## config.mk

```make
export PLATFORM = sky130hd
export DESIGN_NAME = sampler_drain_ctrl
export DESIGN_NICKNAME = d
export VERILOG_FILES = /design/src/rtl/sampler_pkg.sv /design/src/rtl/sampler_drain_ctrl_serializer.sv /design/src/rtl/sampler_drain_ctrl.sv
export SDC_FILE = /design/constraint.sdc
export NUM_CORES = 1
export LEC_CHECK = 0
export BUFFER_PORTS_ARGS = -buffer_cell sky130_fd_sc_hd__buf_2
export CORE_ASPECT_RATIO = 0.8
export CORE_MARGIN = 3
export CORE_UTILIZATION = 55
export DETAILED_ROUTE_END_ITERATION = 10
export MAX_ROUTING_LAYER = met4
export PLACE_DENSITY = 0.9
export SLEW_MARGIN = 20
export SYNTH_ARGS = -nofsm -noshare
export SYNTH_HDL_FRONTEND = slang
export SYNTH_SLANG_ARGS = --single-unit
```

## constraint.sdc

```tcl
create_clock -name clock_i -period 18.4 [get_ports clock_i]
set_input_delay 5.52 -clock clock_i [delete_from_list [all_inputs] [get_ports clock_i]]
set_output_delay 5.52 -clock clock_i [all_outputs]
set_load 0.005 [all_outputs]
```

## src/rtl/sampler_pkg.sv

```systemverilog
// Shared types and constants for the lease sampler drain controller:
// state encoding, header layout, host word order and sampler comm bit positions.
package sampler_pkg;

  typedef enum logic [3:0] {
    S_IDLE,
    S_RUN,
    S_DUMP,
    S_DUMP_WAIT,
    S_HDR,
    S_READ,
    S_WAIT,
    S_EMIT,
    S_CLEAR,
    S_DONE
  } state_e;

  localparam int unsigned WORD_W  = 32;
  localparam int unsigned N_WORDS = 5;

  // Host word order for one stored sample
  localparam int unsigned W_INTERVAL = 0;
  localparam int unsigned W_PC       = 1;
  localparam int unsigned W_TRACE_LO = 2;
  localparam int unsigned W_TRACE_HI = 3;
  localparam int unsigned W_TARGET   = 4;

  localparam int unsigned HDR_FINAL_BIT = 31;
  localparam int unsigned HDR_USED_W    = 16;

  // Sampler comm register bit positions
  localparam int unsigned COMM_RUN_BIT   = 24;
  localparam int unsigned COMM_CLEAR_BIT = 23;
  localparam int unsigned COMM_DUMP_BIT  = 22;
  localparam int unsigned COMM_ADDR_MSB  = 16;
  localparam int unsigned COMM_ADDR_LSB  = 4;

  typedef logic [N_WORDS-1:0][WORD_W-1:0] hold_t;

endpackage

```

## src/rtl/sampler_drain_ctrl_serializer.sv

```systemverilog
// Holds one captured sample and presents it as five host words on a
// valid/ready stream, pulsing done_o as the last word is accepted.
module sampler_word_serializer
  import sampler_pkg::*;
(
  input  logic              clk_i,
  input  logic              rst_i,
  input  logic              load_i,
  input  hold_t             data_i,
  input  logic              ready_i,
  output logic              valid_o,
  output logic [WORD_W-1:0] data_o,
  output logic              done_o
);

  hold_t      hold_q, hold_d;
  logic [2:0] cnt_q, cnt_d;
  logic       valid_q, valid_d;

  always_comb begin
    hold_d  = hold_q;
    cnt_d   = cnt_q;
    valid_d = valid_q;
    done_o  = 1'b0;
    if (load_i) begin
      hold_d  = data_i;
      cnt_d   = '0;
      valid_d = 1'b1;
    end else if (valid_q && ready_i) begin
      if (cnt_q == 3'(N_WORDS - 1)) begin
        valid_d = 1'b0;
        done_o  = 1'b1;
      end else begin
        cnt_d = cnt_q + 3'd1;
      end
    end
  end

  always_ff @(posedge clk_i or posedge rst_i) begin
    if (rst_i) begin
      hold_q  <= '0;
      cnt_q   <= '0;
      valid_q <= 1'b0;
    end else begin
      hold_q  <= hold_d;
      cnt_q   <= cnt_d;
      valid_q <= valid_d;
    end
  end

  assign valid_o = valid_q;
  assign data_o  = hold_q[cnt_q];

endmodule

```

## src/rtl/sampler_drain_ctrl.sv

```systemverilog
// Sequences the lease sampler: run until full or stopped, drain the buffer
// to the host word stream, clear, and resume or finish after a table dump.
module sampler_drain_ctrl
  import sampler_pkg::*;
#(
  parameter int unsigned BUF_AW  = 13,
  parameter int unsigned N_TABLE = 64,
  parameter int unsigned RD_LAT  = 2
) (
  input  logic              clock_i,
  input  logic              reset_i,
  input  logic              start_i,
  input  logic              stop_i,
  input  logic              smp_full_i,
  input  logic [31:0]       smp_used_i,
  input  logic [31:0]       smp_interval_i,
  input  logic [31:0]       smp_pc_i,
  input  logic [63:0]       smp_trace_i,
  input  logic [31:0]       smp_target_i,
  output logic              smp_run_o,
  output logic              smp_clear_o,
  output logic              smp_dump_o,
  output logic [BUF_AW-1:0] rd_addr_o,
  output logic [31:0]       out_data_o,
  output logic              out_valid_o,
  input  logic              out_ready_i,
  output logic              busy_o,
  output logic [15:0]       drains_o
);

  localparam logic [BUF_AW:0] DEPTH    = (BUF_AW + 1)'(1) << BUF_AW;
  localparam logic [BUF_AW:0] USED_ONE = (BUF_AW + 1)'(1);

  state_e            state_q, state_d;
  logic              final_q, final_d;
  logic              stop_pend_q, stop_pend_d;
  logic [BUF_AW:0]   used_q, used_d;
  logic [BUF_AW-1:0] idx_q, idx_d;
  logic [15:0]       wait_q, wait_d;
  logic [15:0]       drains_q, drains_d;
  logic              run_q, run_d, clear_q, clear_d, dump_q, dump_d, busy_q, busy_d;

  logic [BUF_AW:0]   used_clamped;
  logic [31:0]       hdr_word;
  hold_t             hold_in;
  logic              ser_load, ser_valid, ser_done;
  logic [31:0]       ser_data;

  always_comb begin
    used_clamped = (smp_used_i > 32'(DEPTH)) ? DEPTH : smp_used_i[BUF_AW:0];
    hdr_word                  = '0;
    hdr_word[HDR_USED_W-1:0]  = HDR_USED_W'(used_q);
    hdr_word[HDR_FINAL_BIT]   = final_q;
    hold_in                   = '0;
    hold_in[W_INTERVAL]       = smp_interval_i;
    hold_in[W_PC]             = smp_pc_i;
    hold_in[W_TRACE_LO]       = smp_trace_i[31:0];
    hold_in[W_TRACE_HI]       = smp_trace_i[63:32];
    hold_in[W_TARGET]         = smp_target_i;
  end

  always_comb begin
    state_d     = state_q;
    final_d     = final_q;
    stop_pend_d = stop_pend_q;
    used_d      = used_q;
    idx_d       = idx_q;
    wait_d      = wait_q;
    drains_d    = drains_q;
    ser_load    = 1'b0;

    // A stop arriving mid-drain is held and serviced once the buffer is cleared
    if (stop_i && !final_q && (state_q inside {S_HDR, S_READ, S_WAIT, S_EMIT, S_CLEAR}))
      stop_pend_d = 1'b1;

    unique case (state_q)
      S_IDLE: if (start_i) state_d = S_RUN;
      S_RUN: begin
        if (smp_full_i) begin
          state_d     = S_HDR;
          used_d      = used_clamped;
          stop_pend_d = stop_pend_q | stop_i;
        end else if (stop_i || stop_pend_q) begin
          state_d     = S_DUMP;
          stop_pend_d = 1'b0;
        end
      end
      S_DUMP: begin
        state_d = S_DUMP_WAIT;
        wait_d  = 16'(N_TABLE + 1);
      end
      S_DUMP_WAIT: begin
        if (wait_q == '0) begin
          state_d = S_HDR;
          final_d = 1'b1;
          used_d  = used_clamped;
        end else begin
          wait_d = wait_q - 16'd1;
        end
      end
      S_HDR: begin
        if (out_ready_i) begin
          if (used_q == '0) begin
            state_d = S_CLEAR;
          end else begin
            state_d = S_READ;
            idx_d   = '0;
          end
        end
      end
      S_READ: begin
        state_d = S_WAIT;
        wait_d  = 16'(RD_LAT);
      end
      S_WAIT: begin
        if (wait_q == '0) begin
          ser_load = 1'b1;
          state_d  = S_EMIT;
        end else begin
          wait_d = wait_q - 16'd1;
        end
      end
      S_EMIT: begin
        if (ser_done) begin
          if ({1'b0, idx_q} == used_q - USED_ONE) begin
            state_d = S_CLEAR;
          end else begin
            state_d = S_READ;
            idx_d   = idx_q + BUF_AW'(1);
          end
        end
      end
      S_CLEAR: begin
        idx_d = '0;
        if (final_q) begin
          state_d = S_DONE;
        end else if (stop_pend_q || stop_i) begin
          state_d     = S_DUMP;
          stop_pend_d = 1'b0;
        end else begin
          state_d = S_RUN;
        end
      end
      S_DONE: begin
        if (start_i) begin
          state_d     = S_RUN;
          final_d     = 1'b0;
          stop_pend_d = 1'b0;
        end
      end
      default: state_d = S_IDLE;
    endcase

    if (state_d == S_CLEAR && drains_q != 16'hFFFF) drains_d = drains_q + 16'd1;

    run_d   = (state_d == S_RUN);
    clear_d = (state_d == S_CLEAR);
    dump_d  = (state_d == S_DUMP);
    busy_d  = !(state_d inside {S_IDLE, S_DONE});
  end

  always_ff @(posedge clock_i or posedge reset_i) begin
    if (reset_i) begin
      state_q     <= S_IDLE;
      final_q     <= 1'b0;
      stop_pend_q <= 1'b0;
      used_q      <= '0;
      idx_q       <= '0;
      wait_q      <= '0;
      drains_q    <= '0;
      run_q       <= 1'b0;
      clear_q     <= 1'b0;
      dump_q      <= 1'b0;
      busy_q      <= 1'b0;
    end else begin
      state_q     <= state_d;
      final_q     <= final_d;
      stop_pend_q <= stop_pend_d;
      used_q      <= used_d;
      idx_q       <= idx_d;
      wait_q      <= wait_d;
      drains_q    <= drains_d;
      run_q       <= run_d;
      clear_q     <= clear_d;
      dump_q      <= dump_d;
      busy_q      <= busy_d;
    end
  end

  sampler_word_serializer u_ser (
    .clk_i   (clock_i),
    .rst_i   (reset_i),
    .load_i  (ser_load),
    .data_i  (hold_in),
    .ready_i (out_ready_i),
    .valid_o (ser_valid),
    .data_o  (ser_data),
    .done_o  (ser_done)
  );

  always_comb begin
    out_valid_o = (state_q == S_HDR) || ser_valid;
    if (state_q == S_HDR) out_data_o = hdr_word;
    else if (ser_valid)   out_data_o = ser_data;
    else                  out_data_o = '0;
  end

  assign smp_run_o   = run_q;
  assign smp_clear_o = clear_q;
  assign smp_dump_o  = dump_q;
  assign rd_addr_o   = idx_q;
  assign busy_o      = busy_q;
  assign drains_o    = drains_q;

endmodule

```

# Word-level counts from Yosys, hierarchy flattened
# Cells that the tools add are included.
[word_totals] out_inout_bits=66 elab_cells=126 ff_bits=233
[classes] eq_ne=25 magnitude_cmp=2 addsub=5 n_bitwise=1 n_reduce_logical=28 n_mux=47
[ops] operator="binary-select mux 32 bit (select 3 bit)" n=1
[ops] operator="2-to-1 mux 32 bit" n=3
[ops] operator="2-to-1 mux 13 bit" n=4
[ops] operator="case mux 16 bit (3 select lines)" n=1
[ops] operator="2-to-1 mux 14 bit" n=3
[ops] operator="2-to-1 mux 4 bit" n=10
[ops] operator="case mux 13 bit (3 select lines)" n=1
[ops] operator="case mux 4 bit (9 select lines)" n=1
[ops] operator="> comparator 32 x 14 -> 1 bit (second input constant)" n=1
[ops] operator="case mux 14 bit (2 select lines)" n=1
[ops] operator="!= test 2 bit (second input constant)" n=9
[ops] operator="adder 16 x 1 -> 16 bit (second input constant)" n=1
[ops] operator="equality test 4 x 3 -> 1 bit (second input constant)" n=4
[ops] operator="equality test 4 bit (second input constant)" n=4
[ops] operator="logical NOT 16 bit" n=1
[ops] operator="2-to-1 mux 16 bit" n=1
[ops] operator="!= test 16 bit (second input constant)" n=1
[ops] operator="subtractor 16 x 1 -> 16 bit (second input constant)" n=1
[ops] operator="2-to-1 mux 1 bit" n=15
[ops] operator="equality test 13 x 14 -> 1 bit" n=1
[ops] operator="logical NOT 14 bit" n=1
[ops] operator="subtractor 14 x 1 -> 14 bit (second input constant)" n=1
[ops] operator="adder 13 x 1 -> 13 bit (second input constant)" n=1
[ops] operator="equality test 4 x 2 -> 1 bit (second input constant)" n=3
[ops] operator="20 further kinds" n=38

# Longest topological paths before layout
# Gate-level depths: netlist (run 1).
[depth] depth_word=9 mapped_depth=14

# By module
# Synthesis (run 1) repeated with hierarchy kept, for this count alone.
[hier_totals] cells_unflattened=1071 area_unflattened_um2=12080.3
[by_module_without_submodules] mod="sampler_word_serializer" instances=1 area_each_um2=7422.1 seq_area_each_um2=4103.9 cells_each=514
[by_module_without_submodules] mod="sampler_drain_ctrl" instances=1 area_each_um2=4658.2 seq_area_each_um2=1726.7 cells_each=557

# Worst setup path before layout (run 1)
# Ideal clock, no wire load.
[synth_path] path_type="reg-to-output" from="register u_ser.cnt_q[1]" to="output port out_data_o[30]" n_path_buf=2 slack_ps=10857 t_arrival_ps=2023 stages_incl_launch_ff=6 cell_sequence="dfrtp_1 -> clkbuf_1 -> buf_1 -> mux4_2 -> a22oi_1 -> nor2_1"
[synth_between] elab_chain_len=4
[synth_lines] element="from (decl)" line_no="sampler_drain_ctrl_serializer.sv:17" source="logic [2:0] cnt_q, cnt_d;"
[synth_lines] element="from (signal assigned)" line_no="sampler_drain_ctrl_serializer.sv:46" source="cnt_q <= cnt_d;"
[synth_lines] element="binary-select mux 32 bit (select 3 bit)" line_no="sampler_drain_ctrl_serializer.sv:52" source="assign data_o = hold_q[cnt_q];"
[synth_lines] element="2-to-1 mux 32 bit (implied by the code)" line_no="sampler_drain_ctrl_serializer.sv:52"
[synth_lines] element="2-to-1 mux 32 bit" line_no="sampler_drain_ctrl.sv:204" source="else if (ser_valid) out_data_o = ser_data;"
[synth_lines] element="2-to-1 mux 32 bit" line_no="sampler_drain_ctrl.sv:203" source="if (state_q == S_HDR) out_data_o = hdr_word;"
[synth_lines] element="to (decl)" line_no="sampler_drain_ctrl.sv:24" source="output logic [31:0] out_data_o,"
# Every way passes these cells. The select of a mux whose other input is x is not followed.

# Worst setup path after layout (run 1)
[layout_path] from="register state_q[3]" to="output port out_data_o[12]"
[layout_between] elab_chain_len=2
[layout_lines] element="from (decl)" line_no="sampler_drain_ctrl.sv:34" source="state_e state_q, state_d;"
[layout_lines] element="from (signal assigned)" line_no="sampler_drain_ctrl.sv:176" source="state_q <= state_d;"
[layout_lines] element="equality test 4 x 3 -> 1 bit" line_no="sampler_drain_ctrl.sv:203"
[layout_lines] element="2-to-1 mux 32 bit" line_no="sampler_drain_ctrl.sv:203"
# Every way passes these cells.

==> results.toml, run 1 <==
[floorplan]
dieArea_um2 = 22500
die_y_um = 135
core_area_um2 = 20100
initial_core_util_pct = 56.9
ios = 264
fp.dieW_um = 167
fp-row-count = 46

[pwr]
clockPowerShare_pct = 26.6
pwr-share-seq_pct = 42.6
powerDensity_nw_per_um2 = 132
p_leak_nw = 6.57
swShare_pct = 34.9
netSwitchingPower_mw = 0.631
irDropWorstVdd_mv = 0.0731
p_comb_share_pct = 30.9
power_mw = 1.81
p_int_mw = 1.18

[finish]
most-common-layout-cells = "nand2_1 (526), buf_2 (263), dfrtp_1 (231)"
nets = 1694
drive_gt1_share_pct = 24.1
nFillCells = 1607
layout_commonest_cell = "nand2_1"
area_growth_pct = 19.7

[worst_setup_path]
critPathMaxFanout = 20
r2r_setup_slack_ns = 14.74
reg2reg_from = "used_q[0]"
crit_path_start_kind = "flop"
critPathKind = "reg2out"
reg2reg_depth = 9
regToRegEndpoint = "drains_o[1]"
worstSetupEndpointType = "primary output"
worstPathRequired_ns = 12.88
critPathArrivalTime_ns = 3.29

[cts]
root_buffer = "clkbuf_16"
cts_resized = 0
cts.path.max_buffers = 3
cts_sinks = 233
post-cts-setup-buffer-count = 0
htreeDepth = 1
cts_made_buffers = 25
cts_tree = "built"
path_clk_slew_ns = 0.06
clk_latency_ns = 0.52
hold_buffers = 0

[sta]
rsz0062_at_grt = "false"
drv_slew = 0
worst_slew_pin_slew_ns = 1.03
maxSlewHeadroom_pct = 31.3
holdWs_ns = 0.461
hold_viol = 0
fin_crit_ns = 8.81
worst_slack_ns = 9.59
post-route-period-util_pct = 47.9
clock_skew_ns = 0.0165
finalSetupViolations = 0
max_freq_mhz = 114
setup_tns_ns = 0

[detailed_routing]
viasPerCell = 5.72
wl_per_cell_um = 17.4
drtIter0Drc = 1136
via_count = 10200
drc = 0
drtAntennaViolNets = 0
drt_first_pass_iters = 6
totalWireLength_mm = 31.0

[worst_hold_path]
worstHoldStart = "u_ser.hold_q[78]"
min_to = "u_ser.hold_q[78]"
hold_path_class = "reg2reg"
min_path_cells = 2

[synth]
synth_enable_flop_cells = 0
yosysSeqAreaShare_pct = 51.0
async_flop_share_pct = 100
ys_ff_latch = 233
ys_types = 62
avgSynthCellArea_um2 = 9.03
synth_area_um2 = 11400
syn_nets = 1469
synth_cells = 1265
synth_flop_cell = "dfrtp_1"
ys_warn_count = 0

[global_routing]
gr-total-overflow = 0
antenna_found_initial = 5
grt_usage_pct = 27.7
grt_max_degree = 107
grt_pass1_wl_mm = 49.6
grt_pass1_vias = 9808

[place]
preCtsSetupSlack_ns = 9.64
dp_hpwl_mm = 21.5
place.gp.congestion = 0.959
io_buffers = 263

[job]
maxCapViolCount = 0

[outcome]
status = "completed"
[kinds of logic after synthesis]
family	share of synthesized area (%)
simple gates	27.1
flops	51.0
compound gates	7.45
buf+inv	3.06
xor+xnor	3.53
mux	7.14
fa+ha+maj	0.657
[through the flow]
step / area, µm² / utilization [%] / instances
after CTS: 13700 / 68.0 / 1773
final: 13700 / 68.1 / 1779
after detailed placement: 12900 / 64.1 / 1727
after floorplan: 11400 / - / 1265
after global placement: 12900 / 64.1 / 1727
after global routing: 13700 / 68.1 / 1778
[metal layers]
metal	vias up	GRT usage (%)	share of wire [%]
li1	4691	-	-
met1	4896	37.6	42
met2	521	43.8	46
met3	76	4.80	8.2
met4	0	7.79	2.9
met5	-	-	0
[state kept, by name, summed over array words and instances, names as in the netlist, 3 cells and up]
signal and count:
state_q 4, wait_q 16, u_ser.cnt_q 3, u_ser.hold_q 160, drains_o 16, used_q 14, rd_addr_o 13
[power by group through the flow]
| stage | logic [mW] | registers, mW | clock network [mW] |
|---|---|---|---|
| after floorplan | 0.428 | 0.718 | 0 |
| after global placement | 0.533 | 0.765 | 0 |
| after detailed placement | 0.553 | 0.773 | 0 |
| after CTS | 0.558 | 0.766 | 0.488 |
| after global routing | 0.622 | 0.786 | 0.511 |
| final | 0.558 | 0.769 | 0.480 |
[synth_stat cells, types with 6 or more instances]
master / number / area, µm²
o21ai_0: 33 / 165
ha_1: 6 / 75.1
nand2_1: 527 / 1980
nor3_1: 16 / 80.1
inv_1: 16 / 60.1
or3_1: 10 / 62.6
a22o_1: 13 / 114
a22oi_1: 33 / 248
dfrtp_1: 233 / 5830
nor2_1: 62 / 233
a21oi_1: 16 / 80.1
and2_1: 9 / 56.3
xnor2_1: 29 / 254
buf_1: 7 / 26.3
mux4_2: 32 / 721
nand3_1: 19 / 95.1
nand2b_1: 6 / 37.5
nand4_1: 15 / 93.8
xor2_1: 17 / 149
clkbuf_1: 62 / 233
nor4_1: 18 / 113
and3_1: 11 / 68.8
[layout make-up]
type                       count  area [µm²]  share of cell area [%]
multi-input combinational    942        5270                    38.5
clock buffer                  42         729                    5.33
sequential                   233        5830                    42.7
timing repair buffer         271        1380                    10.1
inverter                      17        71.3                   0.522
tap                          264         330                    2.42
clock inverter                 4        48.8                   0.357
antenna                        6        15.0                   0.110
[worst max path at each step]
| stage | depth (start not counted) | to | start |
|---|---|---|---|
| floorplan | 1 | busy_o | reset_i |
| global placement | 6 | out_data_o[13] | u_ser.cnt_q[2] |
| detailed placement | 6 | out_data_o[11] | u_ser.cnt_q[2] |
| CTS | 6 | out_data_o[11] | u_ser.cnt_q[2] |
| global route | 6 | out_data_o[13] | state_q[3] |
| finish | 6 | out_data_o[12] | state_q[3] |
[critical path: stages, from the launching register on]
cell and delay [ns]:
dfrtp_1 0.59, nand2b_1 0.38, nor3_4 0.60, nand2b_1 0.47
buf_4 0.38, o21ai_0 0.19, buf_2 0.16
(Power assumes the default switching activity.)
==> inputs of run 2 (changes only) <==
--- a/config.mk
+++ b/config.mk
@@ -8,10 +8,10 @@
 export BUFFER_PORTS_ARGS = -buffer_cell sky130_fd_sc_hd__buf_2
 export CORE_ASPECT_RATIO = 0.8
 export CORE_MARGIN = 3
-export CORE_UTILIZATION = 55
+export CORE_UTILIZATION = 49
 export DETAILED_ROUTE_END_ITERATION = 10
 export MAX_ROUTING_LAYER = met4
-export PLACE_DENSITY = 0.9
+export PLACE_DENSITY = 0.86
 export SLEW_MARGIN = 20
 export SYNTH_ARGS = -nofsm -noshare
 export SYNTH_HDL_FRONTEND = slang
==> constraint.sdc (replaced) <==
create_clock -name clock_i -period 7.1 [get_ports clock_i]
set_input_delay 2.13 -clock clock_i [delete_from_list [all_inputs] [get_ports clock_i]]
set_output_delay 2.13 -clock clock_i [all_outputs]
set_load 0.005 [all_outputs]
==> run 2 against run 1 <==
Against the previous run:
- critical path depth up 1
- non-clock buffer count is 3 higher
- first-iteration DRC count shrank 9.4%
- die area increased by 12%
- utilization fell by 7.4 points
- sequential power rose to 2.6 times the previous value
- register-to-register slack got worse by 11 ns
- worst hold slack got worse by 0.0012 ns
- combinational power increased to 2.6 times the previous value
- critical path type unchanged
==> results.toml, run 2 (synthesis results as in run 1) <==
[finish]
top_register = "u_ser.hold_q"
largest_reg_flops = 160
stdcell_count = 1820
drive_gt1_share_pct = 24.7
layout_commonest_cell = "nand2_1"
nets = 1697
area_growth_pct = 20.6
utilization_pct = 60.7
most-common-layout-cells = "nand2_1 (526), buf_2 (263), dfrtp_1 (231)"

[detailed_routing]
drtIter0Drc = 1029
wl_per_cell_um = 17.2
drt_first_pass_iters = 5
viasPerCell = 5.56
via_count = 10100
drc = 0
totalWireLength_mm = 31.2
drtAntennaViolNets = 0

[place]
place_inst = 1772
place.gp.congestion = 0.893
io_buffers = 263
dp_hpwl_mm = 21.9

[worst_setup_path]
startpoint = "state_q[3]"
crit_path_start_kind = "flop"
critPathMaxFanout = 21
critPathArrivalTime_ns = 3.01
regToRegEndpoint = "drains_o[1]"
reg2reg_depth = 9
worstPathRequired_ns = 4.97
critPathKind = "reg2out"
reg2reg_from = "used_q[0]"
worstSetupEndpointType = "primary output"
r2r_setup_slack_ns = 3.41
endpoint = "out_data_o[12]"

[pwr]
p_leak_nw = 6.60
irDropWorstVdd_mv = 0.168
powerDensity_nw_per_um2 = 345
p_int_mw = 3.08
p_comb_share_pct = 30.6
pwr-share-seq_pct = 42.2
power_mw = 4.75
swShare_pct = 35.2
netSwitchingPower_mw = 1.67
clockPowerShare_pct = 27.2

[global_routing]
grt_pass1_wl_mm = 49.7
grt_max_degree = 177
gr-total-overflow = 0
antenna_found_initial = 2
grt_pass1_vias = 9801
grt_usage_pct = 25.1

[sta]
rsz0062_at_grt = "false"
setup_tns_ns = 0
max_freq_mhz = 194
clock_skew_ns = 0.00890
finalSetupViolations = 0
post-route-period-util_pct = 72.4
holdWs_ns = 0.460
maxSlewHeadroom_pct = 27.2
drv_slew = 0
fin_crit_ns = 5.14
hold_viol = 0
worst_slew_pin_slew_ns = 1.09

[floorplan]
fp-row-count = 49
dieArea_um2 = 25200
die_y_um = 143
core_area_um2 = 22700
fp.dieW_um = 177
initial_core_util_pct = 50.4
ios = 264

[cts]
cts_made_buffers = 25
root_buffer = "clkbuf_16"
cts_tree = "built"
post-cts-setup-buffer-count = 0
clk_latency_ns = 0.52
htreeDepth = 1
cts.path.max_buffers = 3
cts_resized = 0
cts_sinks = 233
hold_buffers = 0
path_clk_slew_ns = 0.06

[worst_hold_path]
hold_path_class = "reg2reg"

[job]
maxCapViolCount = 0

[outcome]
status = "completed"
[run 2: cell types whose count changed in the layout (fill, tap and decap cells not counted), sizes merged]
cell | previous run | this run
clkinv | 2 | 8
diode | 6 | 2
buf | 271 | 274
clkinvlp | 0 | 2
inv | 18 | 17
bufinv | 1 | 2
clkbuf | 42 | 34
[run 2: layout make-up]
cell class | instances | area (µm²)
Antenna cell | 2 | 5.00
Clock buffer | 34 | 689
Clock inverter | 12 | 120
Fill cell | 1920 | 8910
Inverter | 17 | 67.6
Multi-Input combinational cell | 942 | 5260
Sequential cell | 233 | 5830
Tap cell | 306 | 383
Timing Repair Buffer | 274 | 1410
[run 2: metal layers]
layer	track usage, %	vias to the layer above	wire length [µm]
met3	4.05	63	2480
met1	35.0	4875	13500
met4	7.56	0	909
met5	-	-	0
met2	38.4	466	14300
li1	-	4709	-
[run 2: how the worst min path moves through the flow]
stage                            startpoint           endpoint  slack (ns)  cells past startpoint
after floorplan            u_ser.hold_q[32]   u_ser.hold_q[32]        0.43                      2
after global placement     u_ser.hold_q[41]   u_ser.hold_q[41]        0.44                      2
after detailed placement   u_ser.hold_q[52]   u_ser.hold_q[52]        0.45                      2
after CTS                  u_ser.hold_q[52]   u_ser.hold_q[52]        0.47                      2
after global routing       u_ser.hold_q[95]   u_ser.hold_q[95]        0.47                      2
final                     u_ser.hold_q[110]  u_ser.hold_q[110]        0.46                      2
[run 2: stage by stage]
step | cell area [µm²] | setup slack, ns
2_1_floorplan | 11400 | 1.92
3_3_place_gp | 13000 | 2.60
3_5_place_dp | 13000 | 2.55
4_1_cts | 13800 | 1.98
5_1_grt | 13800 | 1.72
6_report | 13800 | 1.96
[run 2: critical path, cell delays in order (launching register included)]
cell,delay [ns]
dfrtp_1,0.57
nand2b_1,0.36
nor3_2,0.15
buf_4,0.25
nand2b_1,0.46
buf_4,0.41
o21ai_0,0.14
buf_2,0.14
[run 2: power by group through the flow]
stage	sequential (mW)	combinational [mW]	clock, mW
2_1_floorplan	1.86	1.11	0
3_3_place_gp	2.00	1.40	0
3_5_place_dp	2.02	1.46	0
4_1_cts	2.00	1.46	1.32
5_1_grt	2.05	1.62	1.38
6_report	2.01	1.46	1.29
==> inputs of run 3 (changes only) <==
--- a/config.mk
+++ b/config.mk
@@ -8,10 +8,10 @@
 export BUFFER_PORTS_ARGS = -buffer_cell sky130_fd_sc_hd__buf_2
 export CORE_ASPECT_RATIO = 0.8
 export CORE_MARGIN = 3
-export CORE_UTILIZATION = 49
+export CORE_UTILIZATION = 54
 export DETAILED_ROUTE_END_ITERATION = 10
 export MAX_ROUTING_LAYER = met4
-export PLACE_DENSITY = 0.86
+export PLACE_DENSITY = 0.89
 export SLEW_MARGIN = 20
 export SYNTH_ARGS = -nofsm -noshare
 export SYNTH_HDL_FRONTEND = slang
==> constraint.sdc (replaced) <==
create_clock -name clock_i -period 4.74 [get_ports clock_i]
set_input_delay 1.422 -clock clock_i [delete_from_list [all_inputs] [get_ports clock_i]]
set_output_delay 1.422 -clock clock_i [all_outputs]
set_load 0.005 [all_outputs]
==> run 3 against run 2 <==
Against the previous run:
- design area grew 0.57%
- via count fell by 0.55%
- highest routed layer unchanged
- sequential power is 48% higher
- clock skew barely moved
- largest cell class unchanged
- sequential share of layout area fell by 0.24 points
==> results.toml, run 3 (synthesis results as in run 1) <==
[cts]
cts_sinks = 233
clk_latency_ns = 0.51
post-cts-setup-buffer-count = 0
path_clk_slew_ns = 0.07
cts_made_buffers = 24
cts_resized = 0
hold_buffers = 0
root_buffer = "clkbuf_16"
cts_tree = "built"
htreeDepth = 1
cts.path.max_buffers = 3

[place]
place_inst = 1733
dp_hpwl_mm = 21.9
place_area_um2 = 13000
place.gp.congestion = 0.965
io_buffers = 263

[detailed_routing]
drt_first_pass_iters = 5
via_count = 10100
drtIter0Drc = 1034
drc = 0
wl_per_cell_um = 17.4
totalWireLength_mm = 31.0
viasPerCell = 5.65
drtAntennaViolNets = 0

[finish]
stdcell_count = 1780
area_growth_pct = 21.3
fin_area_um2 = 13900
largest_reg_flops = 160
top_register = "u_ser.hold_q"
nFillCells = 1589
nets = 1699
utilization_pct = 68.2
layout_commonest_cell = "nand2_1"
drive_gt1_share_pct = 25.0
most-common-layout-cells = "nand2_1 (526), buf_2 (263), dfrtp_1 (231)"

[sta]
setup_tns_ns = 0
drv_slew = 0
worst_slew_pin_slew_ns = 1.03
clock_skew_ns = 0.00930
holdWs_ns = 0.463
post-route-period-util_pct = 89.6
finalSetupViolations = 0
max_freq_mhz = 235
maxSlewHeadroom_pct = 31.2
fin_crit_ns = 4.25
rsz0062_at_grt = "false"
hold_viol = 0

[floorplan]
dieArea_um2 = 22900
die_y_um = 136
initial_core_util_pct = 56.2
fp-row-count = 46
ios = 264
core_area_um2 = 20300
fp.dieW_um = 169

[pwr]
powerDensity_nw_per_um2 = 525
p_leak_nw = 6.64
irDropWorstVdd_mv = 0.405

[worst_hold_path]
worstHoldStart = "u_ser.hold_q[111]"
min_to = "u_ser.hold_q[111]"
hold_path_class = "reg2reg"
min_path_cells = 2

[job]
maxCapViolCount = 0

[worst_setup_path]
critPathMaxFanout = 20
worstSetupEndpointType = "primary output"
worstPathRequired_ns = 3.32
critPathArrivalTime_ns = 2.83
reg2reg_from = "used_q[0]"
regToRegEndpoint = "drains_o[1]"
reg2reg_depth = 9
critPathKind = "reg2out"
crit_path_start_kind = "flop"
r2r_setup_slack_ns = 1.11

[global_routing]
grt_pass1_vias = 9735
grt_max_degree = 116
grt_usage_pct = 27.7
antenna_found_initial = 3
grt_pass1_wl_mm = 49.8
gr-total-overflow = 0

[outcome]
status = "completed"
==> run 3: changes by cell type in the layout (fill, tap and decap cells not counted), sizes merged <==
cell,change
inv,-2
buf,+3
clkinv,-1
clkinvlp,+5
diode,+1
bufinv,+3
clkbuf,-7
==> run 3: critical path, cell delays in order (launching register included) <==
cell and delay [ns]:
dfrtp_1 0.59, nand2b_1 0.38, nor3_4 0.63, nand2b_1 0.21, buf_4 0.27, nor2_1 0.09, buf_2 0.13
==> run 3: routing by layer <==
layer  part of all wire, %  GRT usage, %  up-vias  routed length, µm
met5                     0             -        -                  0
met4                   3.4          8.68        0               1050
met3                   7.6          4.07       78               2360
met2                    47          43.6      445              14500
met1                    42          37.9     4825              13100
li1                      -             -     4709                  -
==> run 3: worst max-delay path by stage <==
stage | startpoint | slack (ns) | cells past startpoint | to
CTS | state_q[3] | 0.22 | 6 | out_data_o[18]
finish | state_q[3] | 0.49 | 6 | out_data_o[18]
detailed placement | state_q[3] | 0.79 | 6 | out_data_o[18]
floorplan | reset_i | 0.27 | 1 | busy_o
global placement | state_q[3] | 0.94 | 6 | out_data_o[16]
global route | state_q[3] | 0.31 | 6 | out_data_o[11]
==> run 3: power breakdown <==
part / internal [mW] / total (mW) / switching [mW]
clock: 1.25 / 2.05 / 0.801
sequential: 2.52 / 2.98 / 0.463
combinational: 0.977 / 2.24 / 1.26
total: 4.75 / 7.28 / 2.53
==> run 3: area by class of cell <==
type                    instances  area, µm²  share of cell area (%)
well taps                     264        330                    2.38
flip-flops and latches        233       5830                    42.1
inverters                      17       67.6                   0.488
diodes                          3       7.51                  0.0542
repair buffers                277       1480                    10.7
clock buffers                  27        643                    4.64
multi-input cells             942       5270                    38.0
clock inverters                17        225                    1.63
==> run 3: through the flow <==
step | power, mW | setup slack, ns
after detailed placement | 5.23 | 0.789
after global routing | 7.73 | 0.308
final | 7.28 | 0.492
after CTS | 7.31 | 0.220
after floorplan | 4.45 | 0.268
after global placement | 5.12 | 0.944
